`config.mk`:
```
export PLATFORM = sky130hd
export DESIGN_NAME = time_of_day_counter
export DESIGN_NICKNAME = d
export VERILOG_FILES = /design/src/rtl/time_of_day_counter.sv
export SDC_FILE = /design/constraint.sdc
export NUM_CORES = 1
export LEC_CHECK = 0
export CAP_MARGIN = 30
export CORE_ASPECT_RATIO = 1.25
export CORE_MARGIN = 8
export CORE_UTILIZATION = 40
export DETAILED_ROUTE_END_ITERATION = 6
export GPL_TIMING_DRIVEN = 0
export PLACE_DENSITY = 0.77
export SLEW_MARGIN = 20
export SYNTH_ARGS = -nofsm -noshare
export SYNTH_HDL_FRONTEND = slang
export SYNTH_SLANG_ARGS = --single-unit
```
`constraint.sdc`:
```
create_clock -name clk -period 2.1 [get_ports clk]
set_input_delay 0.42 -clock clk [delete_from_list [all_inputs] [get_ports clk]]
set_output_delay 0.42 -clock clk [all_outputs]
set_load 0.03 [all_outputs]
```
`src/rtl/time_of_day_counter.sv`:
```
// 24-hour BCD time-of-day counter advanced by rising edges of an asynchronous 1 Hz sec_clk.
// Provides a validated load path, a run enable and nested rollover strobes.
module time_of_day_counter #(
  parameter int SYNC_STAGES = 2
) (
  input  logic       clk,
  input  logic       rst_n,
  input  logic       sec_clk,
  input  logic       run,
  input  logic       load,
  input  logic [7:0] ld_hh,
  input  logic [7:0] ld_mm,
  input  logic [7:0] ld_ss,
  output logic [7:0] hh,
  output logic [7:0] mm,
  output logic [7:0] ss,
  output logic       sec_tick,
  output logic       min_tick,
  output logic       hour_tick,
  output logic       day_tick,
  output logic       load_err
);

  typedef enum logic {HOLD, RUN} state_t;

  state_t                 state_q, state_d;
  logic [SYNC_STAGES-1:0] sync_q, sync_d;
  logic                   prev_q, prev_d;
  logic [7:0]             hh_q, hh_d;
  logic [7:0]             mm_q, mm_d;
  logic [7:0]             ss_q, ss_d;
  logic                   sec_tick_q, sec_tick_d;
  logic                   min_tick_q, min_tick_d;
  logic                   hour_tick_q, hour_tick_d;
  logic                   day_tick_q, day_tick_d;
  logic                   load_err_q, load_err_d;

  logic rise;
  logic count_en;
  logic tick;
  logic ld_ok;
  logic ss_lo_wrap, ss_wrap;
  logic mm_lo_wrap, mm_wrap;
  logic hh_lo_wrap, hh_wrap;

  // Synchronizer and prev start high so a sec_clk already high at reset release is not a tick.
  always_comb begin
    sync_d = {sync_q[SYNC_STAGES-2:0], sec_clk};
    prev_d = sync_q[SYNC_STAGES-1];
  end

  assign rise = sync_q[SYNC_STAGES-1] & ~prev_q;

  always_ff @(posedge clk or negedge rst_n) begin
    if (!rst_n) begin
      sync_q <= '1;
      prev_q <= 1'b1;
    end else begin
      sync_q <= sync_d;
      prev_q <= prev_d;
    end
  end

  always_ff @(posedge clk or negedge rst_n) begin
    if (!rst_n) begin
      state_q <= HOLD;
    end else begin
      state_q <= state_d;
    end
  end

  always_comb begin
    state_d = state_q;
    if (run) begin
      state_d = RUN;
    end else begin
      state_d = HOLD;
    end
  end

  // The state being entered this edge gates the rise, so run acts in the same cycle it is sampled.
  always_comb begin
    count_en = 1'b0;
    if (state_d == RUN) begin
      count_en = 1'b1;
    end
  end

  assign tick = rise & count_en;

  assign ld_ok = (ld_hh[7:4] <= 4'd2) && (ld_hh[3:0] <= 4'd9) &&
                 ((ld_hh[7:4] != 4'd2) || (ld_hh[3:0] <= 4'd3)) &&
                 (ld_mm[7:4] <= 4'd5) && (ld_mm[3:0] <= 4'd9) &&
                 (ld_ss[7:4] <= 4'd5) && (ld_ss[3:0] <= 4'd9);

  assign ss_lo_wrap = (ss_q[3:0] == 4'd9);
  assign ss_wrap    = (ss_q == 8'h59);
  assign mm_lo_wrap = (mm_q[3:0] == 4'd9);
  assign mm_wrap    = (mm_q == 8'h59);
  assign hh_lo_wrap = (hh_q[3:0] == 4'd9);
  assign hh_wrap    = (hh_q == 8'h23);

  // A valid load beats a simultaneous tick; a rejected load lets the tick through.
  always_comb begin
    hh_d        = hh_q;
    mm_d        = mm_q;
    ss_d        = ss_q;
    sec_tick_d  = 1'b0;
    min_tick_d  = 1'b0;
    hour_tick_d = 1'b0;
    day_tick_d  = 1'b0;
    load_err_d  = 1'b0;
    if (load && ld_ok) begin
      hh_d = ld_hh;
      mm_d = ld_mm;
      ss_d = ld_ss;
    end else begin
      load_err_d = load;
      if (tick) begin
        sec_tick_d = 1'b1;
        if (ss_wrap) begin
          ss_d = 8'h00;
        end else if (ss_lo_wrap) begin
          ss_d = {ss_q[7:4] + 4'd1, 4'h0};
        end else begin
          ss_d = {ss_q[7:4], ss_q[3:0] + 4'd1};
        end
        if (ss_wrap) begin
          min_tick_d = 1'b1;
          if (mm_wrap) begin
            mm_d = 8'h00;
          end else if (mm_lo_wrap) begin
            mm_d = {mm_q[7:4] + 4'd1, 4'h0};
          end else begin
            mm_d = {mm_q[7:4], mm_q[3:0] + 4'd1};
          end
          if (mm_wrap) begin
            hour_tick_d = 1'b1;
            if (hh_wrap) begin
              hh_d       = 8'h00;
              day_tick_d = 1'b1;
            end else if (hh_lo_wrap) begin
              hh_d = {hh_q[7:4] + 4'd1, 4'h0};
            end else begin
              hh_d = {hh_q[7:4], hh_q[3:0] + 4'd1};
            end
          end
        end
      end
    end
  end

  always_ff @(posedge clk or negedge rst_n) begin
    if (!rst_n) begin
      hh_q        <= 8'h00;
      mm_q        <= 8'h00;
      ss_q        <= 8'h00;
      sec_tick_q  <= 1'b0;
      min_tick_q  <= 1'b0;
      hour_tick_q <= 1'b0;
      day_tick_q  <= 1'b0;
      load_err_q  <= 1'b0;
    end else begin
      hh_q        <= hh_d;
      mm_q        <= mm_d;
      ss_q        <= ss_d;
      sec_tick_q  <= sec_tick_d;
      min_tick_q  <= min_tick_d;
      hour_tick_q <= hour_tick_d;
      day_tick_q  <= day_tick_d;
      load_err_q  <= load_err_d;
    end
  end

  assign hh        = hh_q;
  assign mm        = mm_q;
  assign ss        = ss_q;
  assign sec_tick  = sec_tick_q;
  assign min_tick  = min_tick_q;
  assign hour_tick = hour_tick_q;
  assign day_tick  = day_tick_q;
  assign load_err  = load_err_q;

endmodule

```
# After elaboration in Yosys (flattened, before gate mapping)
# Index checks and enable logic that the tools add are counted.
# totals
ff_bits	32
in_bits	29
out_inout_bits	29
elab_cells	87
# op_classes
n_addsub	6
order_cmp	7
eq_ne	7
n_mux	32
bitwise	3
n_reduce_logical	19
# ops
op	n
8-bit 2-to-1 mux	15
4-bit by 1-bit adder with 4-bit output (second input constant)	6
1-bit 2-to-1 mux	17
8-bit by 7-bit == test with 1-bit output (second input constant)	2
4-bit == test (second input constant)	3
4-bit <= comparator (second input constant)	3
3-bit nonzero test	3
8-bit by 6-bit == test with 1-bit output (second input constant)	1
4-bit by 2-bit <= comparator with 1-bit output (second input constant)	2
4-bit by 3-bit <= comparator with 1-bit output (second input constant)	2
1-bit logical AND	7
3-bit AND reduction	2
2-bit nonzero test	3
4-bit by 2-bit inequality test with 1-bit output (second input constant)	1
2-bit AND reduction	2
4-bit AND reduction	1
1-bit bitwise AND	2
1-bit logical OR	1
1-bit NOT	1

# Longest topological paths before layout
# Gate-level depths: netlist (run 1).
# logic_depth
word_depth	10
mapped_depth	8

# Worst setup path after synthesis (run 1)
# Ideal clock, no wire load.
# synth_timing
path_kind	register -> register
start	register ss_q[1] (netlist: ss[1])
end	register mm_q[2] (netlist: mm[2])
setup_time_ps	125
arrival_time_ps	1820
t_required_ps	1975
path_slack_ps	155
path_stages_with_launch	8
path_buffers	1
synth_period_minus_slack_ps	1945
path_cell_list	dfrtp_1 > inv_1 > ha_1 > and3b_1 > buf_4 > nand4_1 > mux2_2 > mux2_2
# synth_between
elab_chain_len	3
# synth_lines
element	line_no	text
start, declared	31	logic [7:0] ss_q, ss_d;
start signal, assigned	166	ss_q <= ss_d;
8-bit by 7-bit == test with 1-bit output	97	assign ss_wrap = (ss_q == 8'h59);
2-bit nonzero test (no source line)	-	
2-bit AND reduction (no source line)	-	
end signal, assigned	165	mm_q <= mm_d;
end, declared	30	logic [7:0] mm_q, mm_d;
# Every way passes these cells.
# A chain may end at the register's enable or synchronous reset.

# Final worst setup path (run 1)
# layout_timing
start	input ld_ss[1]
end	register ss_q[2] (netlist: ss[2])
# layout_between
elab_chain_len	4
elab_cells_between_ends	5
cone_classes	order compare (1); mux (1); reduce/logical (3)
# layout_lines
element	line_no	text
start, declared	13	input logic [7:0] ld_ss,
4-bit <= comparator *	94	(ld_ss[7:4] <= 4'd5) && (ld_ss[3:0] <= 4'd9);
1-bit logical AND *	94	
1-bit logical AND *	113	if (load && ld_ok) begin
8-bit 2-to-1 mux or 2-bit nonzero test (tied branches)	-	
# Every way passes the cells marked *; elsewhere a longest branch is shown, timed or not.

==> reports/results.ini, run 1 <==
[drt]
dr.max_layer_used=met4
routed_via_density=5.74
via_count=1887
wl_um=5640
met1_length_um=2360
drtPass1Iterations=4
drt_iter0_drc=100
route.met3.wl_um=271
avgRoutedWirePerCell_um=17.1
antenna_left=0
post-route-drc-count=0
wl_met2_um=2870

[place]
pre_cts_ws_ps=-364
gp_congestion=0.861
hpwl_um=4270
dp.cells=318
portBuffers=56
place_area_mm2=0.00269

[logic_synthesis]
syn_area_per_cell_um2=10.2
async_reset_ff_share_pct=100
synth_flop_cell=dfrtp_1
synth_nets=240
yosysWarningCount=0
synth_cell_types=48
synth_area_mm2=0.00204
synth_edf_count=0
synthCells=199
synth-seq-area-share_pct=39.5
synth-seq-cells=32

[critical_path]
r2r_setup_slack_ps=120
startpoint=ld_ss[1]
reg2reg_depth=8
r2r-start=ss[1]
cp_num_cells=7
cp.buffers_inverters=3
worst_path_max_delay_cell=clkdlybuf4s50_1
r2r_end=hh[5]
worstPathRequired_ps=2270
slowest_delay_ps=450
crit_path_end=ss[2]
crit_fanout=10
crit_family=buffers and inverters
worstSetupStartpointType=primary input
crit_type=in2reg
worst_path_most_repeated_cell=buf_6
cp_cell_sequence=clkdlybuf4s50_1, o21ai_1, and4_1, buf_6, nand3_4, buf_6, mux2_4
endpoint_kind=register
cp.arrival_ps=2160

[sta]
finClkSkew_ps=8.79
setup_slack_ps=112
min_period_ps=1990
finalHoldViolCount=0
finalCritPeriodShare_pct=94.7
holdWs_ps=355
worst_pin_slew_ps=550
final-setup-viol-count=0
rsz0062_at_grt=no
relSlewSlack_pct=63.1
max_freq_ghz=0.503
setup_tns_ps=0
slew_viol_final=0

[floorplanning]
fp.dieH_um=95.8
core_mm2=0.00501
dieArea_mm2=0.00765
rows=29
io_pins=58
start_util_pct=40.7
die_x_um=79.8

[cells_and_area]
nets=307
layout.cells.most_common_list=clkdlybuf4s50_1, dfrtp_1, o21ai_0, ha_1, inv_1
syn_to_final_growth_pct=38.6
final_common_cell=clkdlybuf4s50_1
antenna_cells=0
drive_gt1_share_pct=14.2
stdcell_count=329
fin_area_mm2=0.00282

[grt]
grt_pass1_wl_um=8690
grt_use_total_pct=14.5
grt_pass1_vias=1882
antenna_found_initial=0
overflow=0
grt_max_degree=27

[clocking]
cts-root-buf=clkbuf_8
cts_tree=built
worstSkewPairLatency_ps=280
cts-buffers-inserted=5
h-tree-depth=2
cts_sinks=32
cts.path.max_buffers=2
path_clk_slew_ps=70

[power_and_ir_drop]
power_leakage_nw=1.14
ir_worst_vdd_mv=0.299
power.density_mw_per_mm2=733

[outcome]
status=complete, no violations

[worst_hold_path]
min_path_type=reg2reg

[flow_run]
drv_cap=0

## through the flow
| stage | power, mW | util (%) |
|---|---|---|
| after floorplan | 1.29 | - |
| after global placement | 1.60 | 53.4 |
| after detailed placement | 1.62 | 53.7 |
| after CTS | 2.07 | 55.7 |
| after global routing | 2.19 | 56.4 |
| final | 2.07 | 56.4 |
## layout make-up
type | count | area (um^2)
plain buffers | 8 | 55.1
inverters | 10 | 37.5
clock buffers | 8 | 80.1
flip-flops and latches | 32 | 805
fillers | 445 | 2180
well taps | 62 | 77.6
repair buffers | 60 | 601
multi-input cells | 149 | 1170
## state kept, by name (all words and copies together) (netlist names), 2 cells and up
| signal | cells |
|---|---|
| hh | 8 |
| mm | 8 |
| ss | 8 |
| sync_q | 2 |
## repair_timing
item                                   in CTS  in global routing
buffers inserted                            1                  1
pin swaps                                   1                  1
gates resized for setup                     1                  6
hold buffers                                1                  0
setup endpoints to repair                  13                 12
endpoints found under the hold margin       6                  0
## power breakdown
group / internal, mW / switching, mW
Combinational: 0.381 / 0.404
Clock: 0.235 / 0.220
Sequential: 0.706 / 0.122
## Yosys cell counts (6+ instances only)
cell type  number  share of area (%)
nor4_1          8                2.5
nand3_1         6                1.5
ha_1           12                7.4
o21ai_0        17                4.2
mux2_2          7                3.9
nand2_1         8                1.5
nand4_1         9                2.8
a21oi_1         7                1.7
dfrtp_1        29                 36
and3b_1         6                2.6
inv_1          10                1.8
a31oi_1         7                2.1
nor2_1          7                1.3
## per-layer routing
metal  vias up  track usage (%)
met3        14             3.64
met5         -                0
li1        905                -
met1       913             16.1
met2        55             25.4
met4         0             6.69
## how the worst min path moves through the flow
stage | startpoint | end | slack [ps] | depth (start not counted)
2_1_floorplan | rst_n | day_tick | 120 | 0
3_3_place_gp | sync_q[0] | sync_q[1] | 350 | 0
3_5_place_dp | rst_n | load_err | 280 | 1
4_1_cts | sync_q[0] | sync_q[1] | 360 | 0
5_1_grt | sync_q[0] | sync_q[1] | 360 | 0
6_report | sync_q[0] | sync_q[1] | 360 | 0
## logic make-up after synthesis
kind of cell | after synthesis | synth area share, %
AO/OA/AOI/OAI | 48 | 15.0
adder cells (fa/ha/maj) | 12 | 7.37
buffers and inverters | 18 | 4.42
flip-flops | 32 | 39.5
multiplexers | 14 | 8.05
AND/OR/NAND/NOR | 75 | 25.6
(Power assumes the default switching activity.)
==> run 2, diff against run 1 <==
--- a/config.mk
+++ b/config.mk
@@ -7,3 +7,3 @@
 export LEC_CHECK = 0
-export CAP_MARGIN = 30
+export CAP_MARGIN = 20
 export CORE_ASPECT_RATIO = 1.25
==> constraint.sdc (replaced) <==
create_clock -name clk -period 2.3 [get_ports clk]
set_input_delay 0.23 -clock clk [delete_from_list [all_inputs] [get_ports clk]]
set_output_delay 0.23 -clock clk [all_outputs]
set_load 0.03 [all_outputs]
==> run 2 against run 1 <==
Compared with the run above:
- flip-flop and latch count unchanged
- global-route usage down 0.12 points
- clock-buffer cell count unchanged
- clock power down 9.5%
- power down 9.2%
- cell area down 1.5%
- non-clock buffer count down 2
- sequential power down 8.6%
- first-iteration DRC count down 20%
- setup slack better by 160 ps
- critical path type is now reg2reg
==> reports/results.ini, run 2 (synthesis results as in run 1) <==
[clocking]
h-tree-depth=2  ; unchanged
postCtsSetupRepairBufs=0  ; -1
worstSkewPairLatency_ps=280  ; about the same
cts-root-buf=clkbuf_8
cts_tree=built
path_clk_slew_ps=60  ; about the same
cts-buffers-inserted=5  ; unchanged
cts_sinks=32  ; unchanged
cts.path.max_buffers=2  ; unchanged

[grt]
grt_use_total_pct=14.4  ; -0.12 points
overflow=0  ; unchanged
grt_max_degree=27  ; unchanged
grt_pass1_vias=1870  ; -0.64%
grt_pass1_wl_um=8630  ; -0.79%
antenna_found_initial=0  ; unchanged

[floorplanning]
fp.dieH_um=95.8  ; unchanged
die_x_um=79.8  ; unchanged
start_util_pct=40.7  ; unchanged
core_mm2=0.00501  ; unchanged
rows=29  ; unchanged
dieArea_mm2=0.00765  ; unchanged
io_pins=58  ; unchanged

[power_and_ir_drop]
power.density_mw_per_mm2=676  ; -7.8%
power_leakage_nw=1.13  ; -1.0%
ir_worst_vdd_mv=0.268  ; -10%

[outcome]
status=complete, no violations

[drt]
post-route-drc-count=0  ; unchanged
routed_via_density=5.70  ; -0.67%
via_count=1863  ; -1.3%
antenna_left=0  ; unchanged
wl_um=5620  ; -0.37%
avgRoutedWirePerCell_um=17.2  ; +0.24%
drt_iter0_drc=80  ; -20%
drtPass1Iterations=4  ; unchanged

[cells_and_area]
antenna_cells=0  ; unchanged
syn_to_final_growth_pct=36.5
fillers=448  ; +0.67%
final_common_cell=clkdlybuf4s50_1
drive_gt1_share_pct=12.5  ; -1.8 points
nets=305  ; -0.65%
layout.cells.most_common_list=clkdlybuf4s50_1, dfrtp_1, o21ai_0, ha_1, inv_1

[critical_path]
crit_type=reg2reg
endpoint_kind=register
worstPathRequired_ps=2450  ; +180 ps
worstSetupStartpointType=register
reg2reg_depth=7  ; -1
cp.arrival_ps=2180  ; +20 ps
r2r_end=hh[5]
crit_fanout=10  ; unchanged
r2r-start=mm[1]
r2r_setup_slack_ps=270  ; +150 ps

[flow_run]
drv_cap=0  ; unchanged

[sta]
slew_viol_final=0  ; unchanged
finalHoldViolCount=0  ; unchanged
relSlewSlack_pct=58.2  ; -4.8 points
finalCritPeriodShare_pct=88.4
setup_tns_ps=0  ; unchanged
final-setup-viol-count=0  ; unchanged
min_period_ps=2030
rsz0062_at_grt=no
max_freq_ghz=0.492
finClkSkew_ps=5.53  ; -3.26 ps
worst_pin_slew_ps=618  ; +68.0 ps
holdWs_ps=331  ; -24.4 ps

[place]
gp_congestion=0.861  ; unchanged
hpwl_um=4270  ; unchanged
portBuffers=56  ; unchanged

[worst_hold_path]
min_path_type=in2async

==> run 2: timing repair <==
| item | in CTS | in global routing |
|---|---|---|
| resized for setup | 0 | 0 |
| hold buffers | 1 | 0 |
| endpoints found under the hold margin | 6 | 0 |
==> run 2: layer usage <==
metal,part of all wire (%),vias up,global-route usage (%)
li1,-,899,-
met1,42,900,16.0
met2,51,50,25.1
met3,4.8,14,3.64
met4,2.5,0,6.69
met5,0,-,0
==> run 2: how the worst max path moves through the flow <==
| stage | cells past startpoint | slack [ps] | start | end |
|---|---|---|---|---|
| floorplan | 7 | 360 | ss[1] | mm[2] |
| global placement | 6 | 120 | ld_ss[1] | ss[5] |
| detailed placement | 6 | 30 | ld_ss[1] | mm[5] |
| CTS | 7 | 270 | mm[1] | hh[5] |
| global route | 6 | 90 | mm[1] | hh[4] |
| finish | 7 | 270 | mm[1] | hh[5] |
==> run 2: power by group <==
group          leakage, nW  switching [mW]  internal (mW)
logic                0.672           0.365          0.346
registers            0.415           0.112          0.645
clock network       0.0395           0.197          0.215
total                 1.13           0.674           1.21
==> run 2: layout make-up <==
| cell class | count | area, um^2 | share of cell area (%) |
|---|---|---|---|
| flip-flops and latches | 32 | 805 | 28.9 |
| multi-input cells | 149 | 1140 | 41.1 |
| clock buffers | 8 | 80.1 | 2.88 |
| inverters | 10 | 37.5 | 1.35 |
| well taps | 62 | 77.6 | 2.79 |
| plain buffers | 8 | 52.6 | 1.89 |
| repair buffers | 58 | 586 | 21.1 |
==> run 2: per-stage QoR <==
| step | instances | utilization [%] | cell area (um^2) | power [mW] | worst slack, ps |
|---|---|---|---|---|---|
| after global routing | 327 | 55.5 | 2780 | 1.99 | 94.2 |
| after CTS | 327 | 55.5 | 2780 | 1.89 | 274 |
| after detailed placement | 318 | 53.7 | 2690 | 1.48 | 26.0 |
| after global placement | 317 | 53.4 | 2680 | 1.46 | 116 |
| after floorplan | 199 | - | 2040 | 1.18 | 355 |
| final | 327 | 55.5 | 2780 | 1.88 | 267 |
==> run 2: critical path, stage by stage (launching register included) <==
cell      delay, ps
dfrtp_1         440
inv_1            80
ha_1            170
and3b_1         330
nand4_4         180
clkbuf_1        260
o31ai_1         300
a31oi_1         120
==> run 3, diff against run 2 <==
- CORE_ASPECT_RATIO: 1.25 -> not set
- CORE_MARGIN: 8 -> not set
==> run 3 against run 2 <==
Compared with the run above:
- utilization up 2.7 points
- wire length decreased by 5.2%
- sequential power about the same
- hold slack better by 9.8 ps
- critical path depth grew 1
- setup slack better by 56 ps
- sequential share of layout area is 0.25 points lower
- first-iteration DRC count rose by 45%
==> reports/results.ini, run 3 (synthesis results as in run 1) <==
[outcome]
status=complete, no violations

[place]
portBuffers=56  ; unchanged
hpwl_um=3980  ; -6.9%
gp_congestion=0.863  ; +0.22%

[clocking]
path_clk_slew_ps=70  ; about the same
cts-root-buf=clkbuf_8
h-tree-depth=2  ; unchanged
cts_tree=built
worstSkewPairLatency_ps=300  ; +20 ps
ctsResizeCount=0  ; unchanged
cts_sinks=32  ; unchanged
cts-buffers-inserted=5  ; unchanged
cts.path.max_buffers=2  ; unchanged

[grt]
grt_pass1_vias=1792  ; -4.2%
grt_pass1_wl_um=8630  ; unchanged
top_usage_layer=met2
overflow=0  ; unchanged
grt_max_degree=22  ; -19%
grt_use_total_pct=21.6  ; +7.2 points
met1_usage_pct=28.1  ; +12 points
global_route.usage.met2_pct=33.7  ; +8.7 points
met3_usage_pct=4.94  ; +1.3 points
antenna_found_initial=0  ; unchanged

[cells_and_area]
drive_gt1_share_pct=12.8  ; +0.38 points
syn_to_final_growth_pct=37.7
final_common_cell=clkdlybuf4s50_1
nets=305  ; unchanged
antenna_cells=0  ; unchanged
fillers=422  ; -5.8%
layout.cells.most_common_list=clkdlybuf4s50_1, dfrtp_1, o21ai_0, ha_1, inv_1

[drt]
routed_via_density=5.66  ; -0.71%
wl_um=5330  ; -5.2%
antenna_left=0  ; unchanged
drtPass1Iterations=4  ; unchanged
avgRoutedWirePerCell_um=16.1  ; -6.6%
post-route-drc-count=0  ; unchanged
via_count=1878  ; +0.81%
drt_iter0_drc=116  ; +45%

[floorplanning]
fp.dieH_um=73.4  ; -23%
start_util_pct=42.3  ; +1.6 points
core_mm2=0.00482  ; -3.8%
dieArea_mm2=0.00538  ; -30%
io_pins=58  ; unchanged
die_x_um=73.4  ; -8.1%
rows=25  ; -14%

[critical_path]
cp.arrival_ps=2150  ; -30 ps
startpoint=ss[1]
crit_fanout=10  ; unchanged
worstPathRequired_ps=2470  ; +20 ps
crit_type=reg2reg
worstSetupStartpointType=register
r2r-start=ss[1]
endpoint_kind=register

[worst_hold_path]
min_path_type=in2reg
hold_start=sec_clk

[sta]
relSlewSlack_pct=55.9  ; -2.3 points
finClkSkew_ps=6.12  ; +0.594 ps
finalHoldViolCount=0  ; unchanged
slew_viol_final=0  ; unchanged
final-setup-viol-count=0  ; unchanged
worst_pin_slew_ps=661  ; +43.6 ps
min_period_ps=1980  ; -56.4 ps
finalCritPeriodShare_pct=85.9  ; -2.5 points
max_freq_ghz=0.506  ; +2.9%
rsz0062_at_grt=no
setup_tns_ps=0  ; unchanged

[flow_run]
drv_cap=0  ; unchanged

[power_and_ir_drop]
power_mw=1.94  ; +3.4%
power.density_mw_per_mm2=693  ; +2.5%
power_leakage_nw=1.14  ; +0.82%
ir_worst_vdd_mv=0.396  ; +48%

-- run 3: cell count changes in the layout (fill, tap and decap cells not counted) --
cell / previous run / this run
buf_16: 0 / 1
clkbuf_8: 5 / 6
clkbuf_1: 5 / 4
buf_12: 1 / 0
-- run 3: final timing paths --
check | slack, ps | end | depth (start not counted)
max | 320 | hh[5] | 8
min | 340 | sync_q[0] | 1
max reg2reg | 320 | hh[5] | 8
min reg2reg | 360 | sync_q[1] | 0
max in group asynchronous | 1520 | hh[4] | 3
min in group asynchronous | 360 | hh[3] | 2
-- run 3: critical path, cell delays in order, from the launching register on --
cell and delay, ps:
dfrtp_1 410, inv_1 90, ha_1 210, and3b_1 170
buf_4 150, nand4_4 130, clkbuf_1 270, o31ai_1 290
a31oi_1 120
-- run 3: through the flow --
stage | hold slack [ps] | instance area (um^2) | setup slack (ps) | utilization (%) | instances
after floorplan | -65.6 | 2040 | 355 | - | 199
after global placement | 346 | 2680 | 33.3 | 55.7 | 322
after detailed placement | 144 | 2700 | 38.3 | 56.1 | 323
after CTS | 339 | 2800 | 313 | 58.2 | 332
after global routing | 341 | 2800 | 96.2 | 58.2 | 332
final | 340 | 2800 | 323 | 58.2 | 332
-- run 3: report_power, final --
| group | internal (mW) | total (mW) | leakage, nW | switching, mW |
|---|---|---|---|---|
| clock | 0.244 | 0.468 | 0.0455 | 0.224 |
| combinational | 0.347 | 0.716 | 0.676 | 0.369 |
| sequential | 0.644 | 0.758 | 0.415 | 0.113 |
-- run 3: per-layer routing --
layer  part of all wire (%)  vias up
met1                     45      909
met5                      0        -
met4                    2.2        0
met2                     47       57
li1                       -      903
met3                    6.0        9
-- run 3: layout make-up --
cell class              count  area (um^2)  share of cell area, %
multi-input cells         149         1140                   40.7
flip-flops and latches     32          805                   28.7
well taps                  67         83.8                   2.99
repair buffers             58          593                   21.2
inverters                  10         37.5                   1.34
clock buffers               8         90.1                   3.21
plain buffers               8         52.6                   1.87
-- run 3: what timing repair did --
item / in CTS / in global routing
endpoints found under the hold margin: 8 / 0
hold buffers: 1 / 0
setup buffers: 0 / 0
